File: src/rtl/fifo_rr_arbiter.sv
// fifo_rr_arbiter: NUM_REQ write requesters share one FIFO through a
// round-robin arbiter. The FIFO has a single registered read port.
// Optional burst locking is compiled in when FIFO_ARB_LOCK_EN is defined.
//
// Handshake: a requester's write is accepted on the rising edge where
// req_valid[i] && req_ready[i]. req_ready is one-hot-or-zero and never
// depends on rd_en, so a full FIFO grants nobody even while being read.
// A pop is accepted on the edge where rd_en && !empty. The popped word
// appears on rd_data with rd_valid high for exactly the following cycle.
//
// arb_state is a debug view of the arbiter FSM: 0 = IDLE, 1 = LOCKED.
module fifo_rr_arbiter #(
  parameter int NUM_REQ    = 4,
  parameter int DEPTH      = 16,
  parameter int DATA_WIDTH = 32
) (
  input  logic                          clk,
  input  logic                          rst,
  input  logic [NUM_REQ-1:0]            req_valid,
  input  logic [NUM_REQ*DATA_WIDTH-1:0] req_data,
  input  logic [NUM_REQ-1:0]            req_lock,
  output logic [NUM_REQ-1:0]            req_ready,
  output logic [$clog2(NUM_REQ)-1:0]    grant_id,
  input  logic                          rd_en,
  output logic [DATA_WIDTH-1:0]         rd_data,
  output logic                          rd_valid,
  output logic                          full,
  output logic                          empty,
  output logic [$clog2(DEPTH+1)-1:0]    count,
  output logic                          arb_state
);

  localparam int ID_W  = $clog2(NUM_REQ);
  localparam int PTR_W = $clog2(DEPTH);
  localparam int CNT_W = $clog2(DEPTH+1);

  typedef enum logic {
    IDLE   = 1'b0,
    LOCKED = 1'b1
  } arb_state_t;

  logic [DATA_WIDTH-1:0] mem [DEPTH];
  logic [PTR_W-1:0]      wr_ptr_q;
  logic [PTR_W-1:0]      rd_ptr_q;
  logic [CNT_W-1:0]      count_q;
  logic [ID_W-1:0]       last_grant_q;

  logic                  gnt_found;
  logic [ID_W-1:0]       gnt_idx;
  logic [ID_W-1:0]       cand;
  logic                  wr_en;
  logic                  rd_ok;
  logic [DATA_WIDTH-1:0] wr_data;

  arb_state_t            state_q;

  // Pointer increment with wrap, since DEPTH need not be a power of two.
  function automatic logic [PTR_W-1:0] ptr_inc(input logic [PTR_W-1:0] p);
    return (p == PTR_W'(DEPTH-1)) ? '0 : p + PTR_W'(1);
  endfunction

  assign full  = (count_q == CNT_W'(DEPTH));
  assign empty = (count_q == '0);
  assign count = count_q;

`ifdef FIFO_ARB_LOCK_EN
  arb_state_t      state_d;
  logic [ID_W-1:0] lock_id_q, lock_id_d;
  logic [3:0]      lock_cnt_q, lock_cnt_d;
`endif

  // Grant selection: round-robin search starting after last_grant,
  // overridden by the lock owner, and suppressed entirely when full.
  always_comb begin
    gnt_found = 1'b0;
    gnt_idx   = '0;
    cand      = '0;
    for (int k = 1; k <= NUM_REQ; k++) begin
      cand = ID_W'((int'(last_grant_q) + k) % NUM_REQ);
      if (!gnt_found && req_valid[cand]) begin
        gnt_found = 1'b1;
        gnt_idx   = cand;
      end
    end
`ifdef FIFO_ARB_LOCK_EN
    if (state_q == LOCKED) begin
      gnt_found = req_valid[lock_id_q];
      gnt_idx   = lock_id_q;
    end
`endif
    if (full) begin
      gnt_found = 1'b0;
    end
  end

  assign req_ready = gnt_found ? (NUM_REQ'(1) << gnt_idx) : '0;
  assign grant_id  = gnt_found ? gnt_idx : '0;
  assign wr_en     = gnt_found;
  assign rd_ok     = rd_en && !empty;
  assign wr_data   = req_data[gnt_idx*DATA_WIDTH +: DATA_WIDTH];
  assign arb_state = state_q;

`ifdef FIFO_ARB_LOCK_EN
  // Arbiter state register: lock owner and number of writes in the burst.
  always_ff @(posedge clk or posedge rst) begin
    if (rst) begin
      state_q    <= IDLE;
      lock_id_q  <= '0;
      lock_cnt_q <= '0;
    end else begin
      state_q    <= state_d;
      lock_id_q  <= lock_id_d;
      lock_cnt_q <= lock_cnt_d;
    end
  end

  // Arbiter next state: enter a lock on a locked write, leave it when the
  // owner drops valid, drops lock, or reaches the 8-write burst limit.
  always_comb begin
    state_d    = state_q;
    lock_id_d  = lock_id_q;
    lock_cnt_d = lock_cnt_q;
    case (state_q)
      IDLE: begin
        if (wr_en && req_lock[gnt_idx]) begin
          state_d    = LOCKED;
          lock_id_d  = gnt_idx;
          lock_cnt_d = 4'd1;
        end
      end
      LOCKED: begin
        if (!req_valid[lock_id_q]) begin
          state_d    = IDLE;
          lock_cnt_d = '0;
        end else if (wr_en) begin
          lock_cnt_d = lock_cnt_q + 4'd1;
          if (!req_lock[lock_id_q] || (lock_cnt_q == 4'd7)) begin
            state_d    = IDLE;
            lock_cnt_d = '0;
          end
        end
      end
      default: begin
        state_d = IDLE;
      end
    endcase
  end
`else
  logic unused_lock;
  assign unused_lock = ^req_lock;
  assign state_q     = IDLE;
`endif

  // Storage array; contents need no reset because count gates every read.
  always_ff @(posedge clk) begin
    if (wr_en) begin
      mem[wr_ptr_q] <= wr_data;
    end
  end

  // FIFO pointers, occupancy, registered read port and round-robin history.
  always_ff @(posedge clk or posedge rst) begin
    if (rst) begin
      wr_ptr_q     <= '0;
      rd_ptr_q     <= '0;
      count_q      <= '0;
      rd_data      <= '0;
      rd_valid     <= 1'b0;
      last_grant_q <= ID_W'(NUM_REQ-1);
    end else begin
      rd_valid <= rd_ok;
      if (wr_en) begin
        wr_ptr_q     <= ptr_inc(wr_ptr_q);
        last_grant_q <= gnt_idx;
      end
      if (rd_ok) begin
        rd_data  <= mem[rd_ptr_q];
        rd_ptr_q <= ptr_inc(rd_ptr_q);
      end
      case ({wr_en, rd_ok})
        2'b10:   count_q <= count_q + CNT_W'(1);
        2'b01:   count_q <= count_q - CNT_W'(1);
        default: count_q <= count_q;
      endcase
    end
  end

endmodule

File: config.mk
export PLATFORM = sky130hd
export DESIGN_NAME = fifo_rr_arbiter
export DESIGN_NICKNAME = d
export VERILOG_FILES = /design/src/rtl/fifo_rr_arbiter.sv
export SDC_FILE = /design/constraint.sdc
export NUM_CORES = 1
export LEC_CHECK = 0
export BUFFER_PORTS_ARGS = -buffer_cell sky130_fd_sc_hd__buf_4
export CELL_PAD_IN_SITES_DETAIL_PLACEMENT = 0
export CELL_PAD_IN_SITES_GLOBAL_PLACEMENT = 1
export CORE_MARGIN = 2
export CORE_UTILIZATION = 51
export CTS_CLUSTER_DIAMETER = 50
export CTS_CLUSTER_SIZE = 28
export DETAILED_ROUTE_END_ITERATION = 8
export HOLD_SLACK_MARGIN = 0.08
export PLACE_DENSITY = 0.91
export SLEW_MARGIN = 25
export SYNTH_ARGS = -nofsm -noshare
export SYNTH_HDL_FRONTEND = slang
export SYNTH_SLANG_ARGS = --single-unit
File: constraint.sdc
create_clock -name clk -period 3.91 [get_ports clk]
set_input_delay 0.782 -clock clk [delete_from_list [all_inputs] [get_ports clk]]
set_output_delay 0.782 -clock clk [all_outputs]
set_load 0.05 [all_outputs]
# Word level (Yosys, flattened, before mapping)

Memory sizes are Yosys's and may differ from the RTL's. A register that Yosys moved wholly into a read port is not among the register bits.
Cells that the tools add are included.

Bits in registers: 16
Memory bits (writable): 512
Input port bits: 139
Output and inout port bits: 47
Logic and storage cells: 59
Memories: 1

Memory list:

| memory | depth | width | read ports | clocked after memory_dff | wr ports | line | source |
|---|---|---|---|---|---|---|---|
| mem    | 16    | 32    | 1          | 1                        | 1        | 42   | `logic [DATA_WIDTH-1:0] mem [DEPTH];` |

Add/sub/neg operators: 8
Magnitude comparators: 4
Equality and inequality tests: 5
Shifts and indexed selects: 2
Mux-type cells: 24
Reductions and logical operators: 10

Operators with widths:

| cell                  | number |
|---|---|
| $shiftx A128 B8 Y32   | 1 |
| $lt A2 B3 Y1 const B  | 4 |
| $mux W4               | 3 |
| $mux W1               | 11 |
| $mux W2               | 5 |
| $pmux W5 S2           | 1 |
| $add A4 B1 Y4 const B | 2 |
| $bmux W1 S2           | 4 |
| $eq A4 B4 Y1 const B  | 2 |
| $add A5 B1 Y5 const B | 1 |
| $eq A5 B5 Y1 const B  | 1 |
| $logic_not A5 Y1      | 1 |
| $sub A5 B1 Y5 const B | 1 |
| $add A2 B1 Y2 const B | 2 |
| $add A2 B2 Y2 const B | 2 |
| $logic_and A1 B1 Y1   | 4 |
| $logic_not A1 Y1      | 4 |
| $shl A1 B2 Y4 const A | 1 |
| $eq A2 B1 Y1 const B  | 1 |
| $eq A2 B2 Y1 const B  | 1 |
| $reduce_bool A2 Y1    | 1 |

# Longest topological paths before layout

Depth in word-level cells: 16
Mapped depth: 10
Mapped depth without buffers: 9

# Worst setup path after synthesis

OpenSTA, ideal clock, no wires.

Path kind: input to output
From: input port req_valid[3]
To: output port req_ready[1]
Arrival: 2.631 ns
Data required time: 3.128 ns
Path slack: 0.497 ns
Stages: 6
Buffers on the path: 2
Cells stage by stage: a21bo_2 a21oi_1 nor3_1 buf_2 buf_2 nor3_1

Word-level cells in the longest chain between the ends: 14

Ends and longest elaborated chain:

| item                                     | line   | source |
|---|---|---|
| start: declaration                       | 19     | `input logic [NUM_REQ-1:0] req_valid,` |
| $bmux W1 S2                              | 80     | `if (!gnt_found && req_valid[cand]) begin` |
| $mux W1 (implied by the code)            | 80     |  |
| $mux W1                                  | 80     |  |
| $logic_not A1 Y1                         | 80     |  |
| $logic_and A1 B1 Y1                      | 80     |  |
| $mux W1                                  | 80     |  |
| $logic_not A1 Y1                         | 80     |  |
| $logic_and A1 B1 Y1                      | 80     |  |
| $mux W1                                  | 80     |  |
| $logic_not A1 Y1                         | 80     |  |
| $logic_and A1 B1 Y1                      | 80     |  |
| $mux W2 or $mux W1 (tied branches)       | 80     |  |
| $shl A1 B2 Y4 or $mux W1 (tied branches) | 96, 91 |  |
| $mux W4 *                                | 96     | `assign req_ready = gnt_found ? (NUM_REQ'(1) << gnt_idx) : '0;` |
| end: declaration                         | 22     | `output logic [NUM_REQ-1:0] req_ready,` |

Mark *: on every way between the ends. The rest lies on a longest branch, timed or not. The select of a mux whose other input is x is not followed.

# Worst setup path in the final report

From: register last_grant_q[1]
To: output port req_ready[0]

Word-level cells in the longest chain between the ends: 15

Ends and longest elaborated chain:

| item                                     | line   | source |
|---|---|---|
| start: declaration                       | 46     | `logic [ID_W-1:0] last_grant_q;` |
| start signal: assignment                 | 169    | `last_grant_q <= ID_W'(NUM_REQ-1);` |
| start signal: assignment                 | 174    | `last_grant_q <= gnt_idx;` |
| $add A2 B1 Y2                            | 79     | `cand = ID_W'((int'(last_grant_q) + k) % NUM_REQ);` |
| $bmux W1 S2                              | 80     |  |
| $mux W1 (implied by the code)            | 80     |  |
| $mux W1                                  | 80     |  |
| $logic_not A1 Y1                         | 80     |  |
| $logic_and A1 B1 Y1                      | 80     |  |
| $mux W1                                  | 80     |  |
| $logic_not A1 Y1                         | 80     |  |
| $logic_and A1 B1 Y1                      | 80     |  |
| $mux W1                                  | 80     |  |
| $logic_not A1 Y1                         | 80     |  |
| $logic_and A1 B1 Y1                      | 80     |  |
| $mux W2 or $mux W1 (tied branches)       | 80     |  |
| $shl A1 B2 Y4 or $mux W1 (tied branches) | 96, 91 |  |
| $mux W4 *                                | 96     |  |

Marked as above.

==> flow_summary.ini <==
[cells_and_area]
finalNonFillerCells = 2033
syn_to_final_growth_pct = 16.61
n_antenna_cell = 0
drive_gt1_frac = 0.2818
finish.net_count = 1567

[floorplan]
initial_core_util = 0.5196
die_height_um = 214.0
design.die.area_mm2 = 0.04578
number_of_primary_i_o_pins = 186
core_area_mm2 = 0.04327
die_w_um = 214.0
standard_cell_rows = 76

[timing]
setup_tns_ns = 0
timing.slew.headroom = 0.3987
timing.clock.skew_ns = 0.02313
report.final.slew_viol_count = 0
final_period_minus_worst_setup_slack_ns = 3.475
setup_viol = 0
period_share = 0.8886
final_hold_vio_count = 0
fmaxAchievable_ghz = 0.2878
rsz_0062_raised_after_global_routing = no
tightest_slew_ns = 0.9020

[clock_tree]
post-cts-setup-buffers = 0
cts.repair.resized = 0
root_buffer = sky130_fd_sc_hd__clkbuf_16
clock_tree_from_tritoncts = yes
cts_bufs_inserted = 38
cts.sink_count = 560
cts_htree_levels = 2
worstSkewPairLatency_ns = 0.55
clk_pin_slew_worst_paths_ns = 0.09
cts_hold_buf = 0
clock_tree.buffer_depth = 3

[critical_path]
worstReg2RegStart = count[0]
r2r_setup_slack_ns = 1.06
worstSetupStartpointType = flop
critPathMaxFanout = 27
cp.arrival_ns = 2.69
timing.critical_path.required_ns = 3.13
setup.worst_path.start = last_grant_q[1]
critPathKind = flop to output port
cp-end-kind = output port

[grt]
via_count_of_the_first_global_routing_pass = 12560
grt_overflow = 0
antenna_found_initial = 0
first_pass_grt_wire_length_um = 74880
grt_start_max_net_pins = 69
grt_usage = 0.2151

[routing]
post-route-drc-count = 0
route.vias.total = 12190
drt-vias-per-instance = 5.995
drt_wirelength_um = 49350
drtPass1Iterations = 5
drt_initial_violations = 1159
antenna_left = 0
routedWlPerCell_um = 24.28

[place]
buffer_ports.inserted = 180
dp_hpwl_um = 27940
globalplace.congestion = 0.7344
numPlacedInstances = 1963

[power_and_ir_drop]
switching_share = 0.3501
pwr_per_cell_area_mw_per_mm2 = 803.4
total_power_mw = 21.06
p_clk_frac = 0.208
netSwitchingPower_mw = 7.374
power.static_leakage_nw = 9.299
pwr-share-seq = 0.441
power.ir.vdd_worst_uv = 397.6
cellInternalPower_mw = 13.69
power_frac_comb = 0.351

[logic_synthesis]
post_synth_instance_area_mm2 = 0.02248
synth_flop_cell = sky130_fd_sc_hd__edfxtp_1
yosysUniqueCellTypes = 46
netlist_top_cells_area = sky130_fd_sc_hd__edfxtp_1 68%, sky130_fd_sc_hd__mux2i_1 10%, sky130_fd_sc_hd__mux4_2 6.4%, sky130_fd_sc_hd__dfrtp_1 5.1%, sky130_fd_sc_hd__o22ai_1 1.8%
async_flop_share = 0.08571
post_syn_area_per_cell_um2 = 18.37
synth.yosys.warnings = 0
post-synth-top-count-cell = sky130_fd_sc_hd__edfxtp_1
synth_nets = 1373
synth.cells.most_frequent = 512 x sky130_fd_sc_hd__edfxtp_1, 226 x sky130_fd_sc_hd__mux2i_1, 64 x sky130_fd_sc_hd__mux4_2, 64 x sky130_fd_sc_hd__o22ai_1, 46 x sky130_fd_sc_hd__dfrtp_1
synth.ff_latch_count = 560
synth_top_area_share = 0.6838
seq_area_frac_synth = 0.7374
synth_largest_area_cell = sky130_fd_sc_hd__edfxtp_1
synthCells = 1224
synth_edf_count = 512

[outcome]
run_status = completed

[hold_path]
worst_hold_path_type = input port to asynchronous set/reset pin

[run]
max_cap_violations = 0
cell type report:
| class | count | area (um^2) |
|---|---|---|
| sequential | 560 | 16590 |
| inverter | 6 | 22.52 |
| timing repair buffer | 227 | 1846 |
| clock inverter | 26 | 356.6 |
| tap | 585 | 732.0 |
| clock buffer | 44 | 1037 |
| multi-input combinational | 585 | 5633 |
| fill | 3052 | 17050 |
per-layer routing:
metal	vias up	global-route usage	share of wire
met1	6274	0.2740	0.38
met2	512	0.3883	0.52
met4	0	0.05991	0.025
met3	87	0.02783	0.073
li1	5314	-	-
met5	-	0	0
placed cells by master, fill, tap and decap left out, types with 26 or more instances in the layout:
master	instances
sky130_fd_sc_hd__a211oi_1	32
sky130_fd_sc_hd__a31oi_1	33
sky130_fd_sc_hd__buf_4	215
sky130_fd_sc_hd__clkbuf_16	41
sky130_fd_sc_hd__dfrtp_1	43
sky130_fd_sc_hd__edfxtp_1	512
sky130_fd_sc_hd__mux2i_1	200
sky130_fd_sc_hd__mux2i_2	26
sky130_fd_sc_hd__mux4_2	64
sky130_fd_sc_hd__nand2_1	40
sky130_fd_sc_hd__nor2_1	41
sky130_fd_sc_hd__o22ai_1	64
power groups by stage:
stage	clock, mW	sequential [mW]	combinational [mW]
5_1_grt	4.65	9.41	7.88
2_1_floorplan	0	9.76	4.47
3_5_place_dp	0	9.43	7.29
3_3_place_gp	0	9.34	7.08
6_report	4.39	9.29	7.39
4_1_cts	4.45	9.31	7.33
worst max-delay path: stages, from the launching register on:
cell and delay [ns]:
sky130_fd_sc_hd__dfstp_2 0.60, sky130_fd_sc_hd__mux2i_1 0.20, sky130_fd_sc_hd__nor2_1 0.08, sky130_fd_sc_hd__nor3_2 0.47, sky130_fd_sc_hd__buf_12 0.34, sky130_fd_sc_hd__nor3b_1 0.22
sky130_fd_sc_hd__buf_4 0.23
through the flow:
stage	hold slack, ns	setup WS [ns]	cell area, um^2	utilization
2_1_floorplan	0.4803	0.4973	22480	-
3_3_place_gp	0.5001	0.6315	24720	0.5714
3_5_place_dp	0.5026	0.5261	24730	0.5715
4_1_cts	0.2036	0.4416	26120	0.6037
5_1_grt	0.2150	0.3135	26220	0.6059
6_report	0.2024	0.4354	26220	0.6059
final timing paths:
kind,to,cells past startpoint
max,req_ready[0],6
min in group clk,last_grant_q[0],2
max in group asynchronous,rd_ptr_q[1],3
max reg2reg,count[4],10
min,rd_ptr_q[0],2
min reg2reg,last_grant_q[0],2
flip-flops by register name (all words and copies together), names as in the netlist:
signal        cells
last_grant_q      2
count             5
rd_ptr_q          4
wr_ptr_q          4
rd_data          32
mem             512
rd_valid          1
kinds of logic (layout without fill, tap and decap cells):
| group | count (synthesis) | after routing | synth area share |
|---|---|---|---|
| flops | 560 | 560 | 0.7374 |
| simple gates | 123 | 123 | 0.02532 |
| buf+inv | 79 | 303 | 0.01770 |
| mux | 293 | 293 | 0.1664 |
| other cells | 1 | 1 | 0.0001668 |
| fa+ha+maj | 10 | 10 | 0.005899 |
| xor+xnor | 6 | 6 | 0.002337 |
| compound gates | 152 | 152 | 0.04480 |
(Power assumes the default switching activity.)
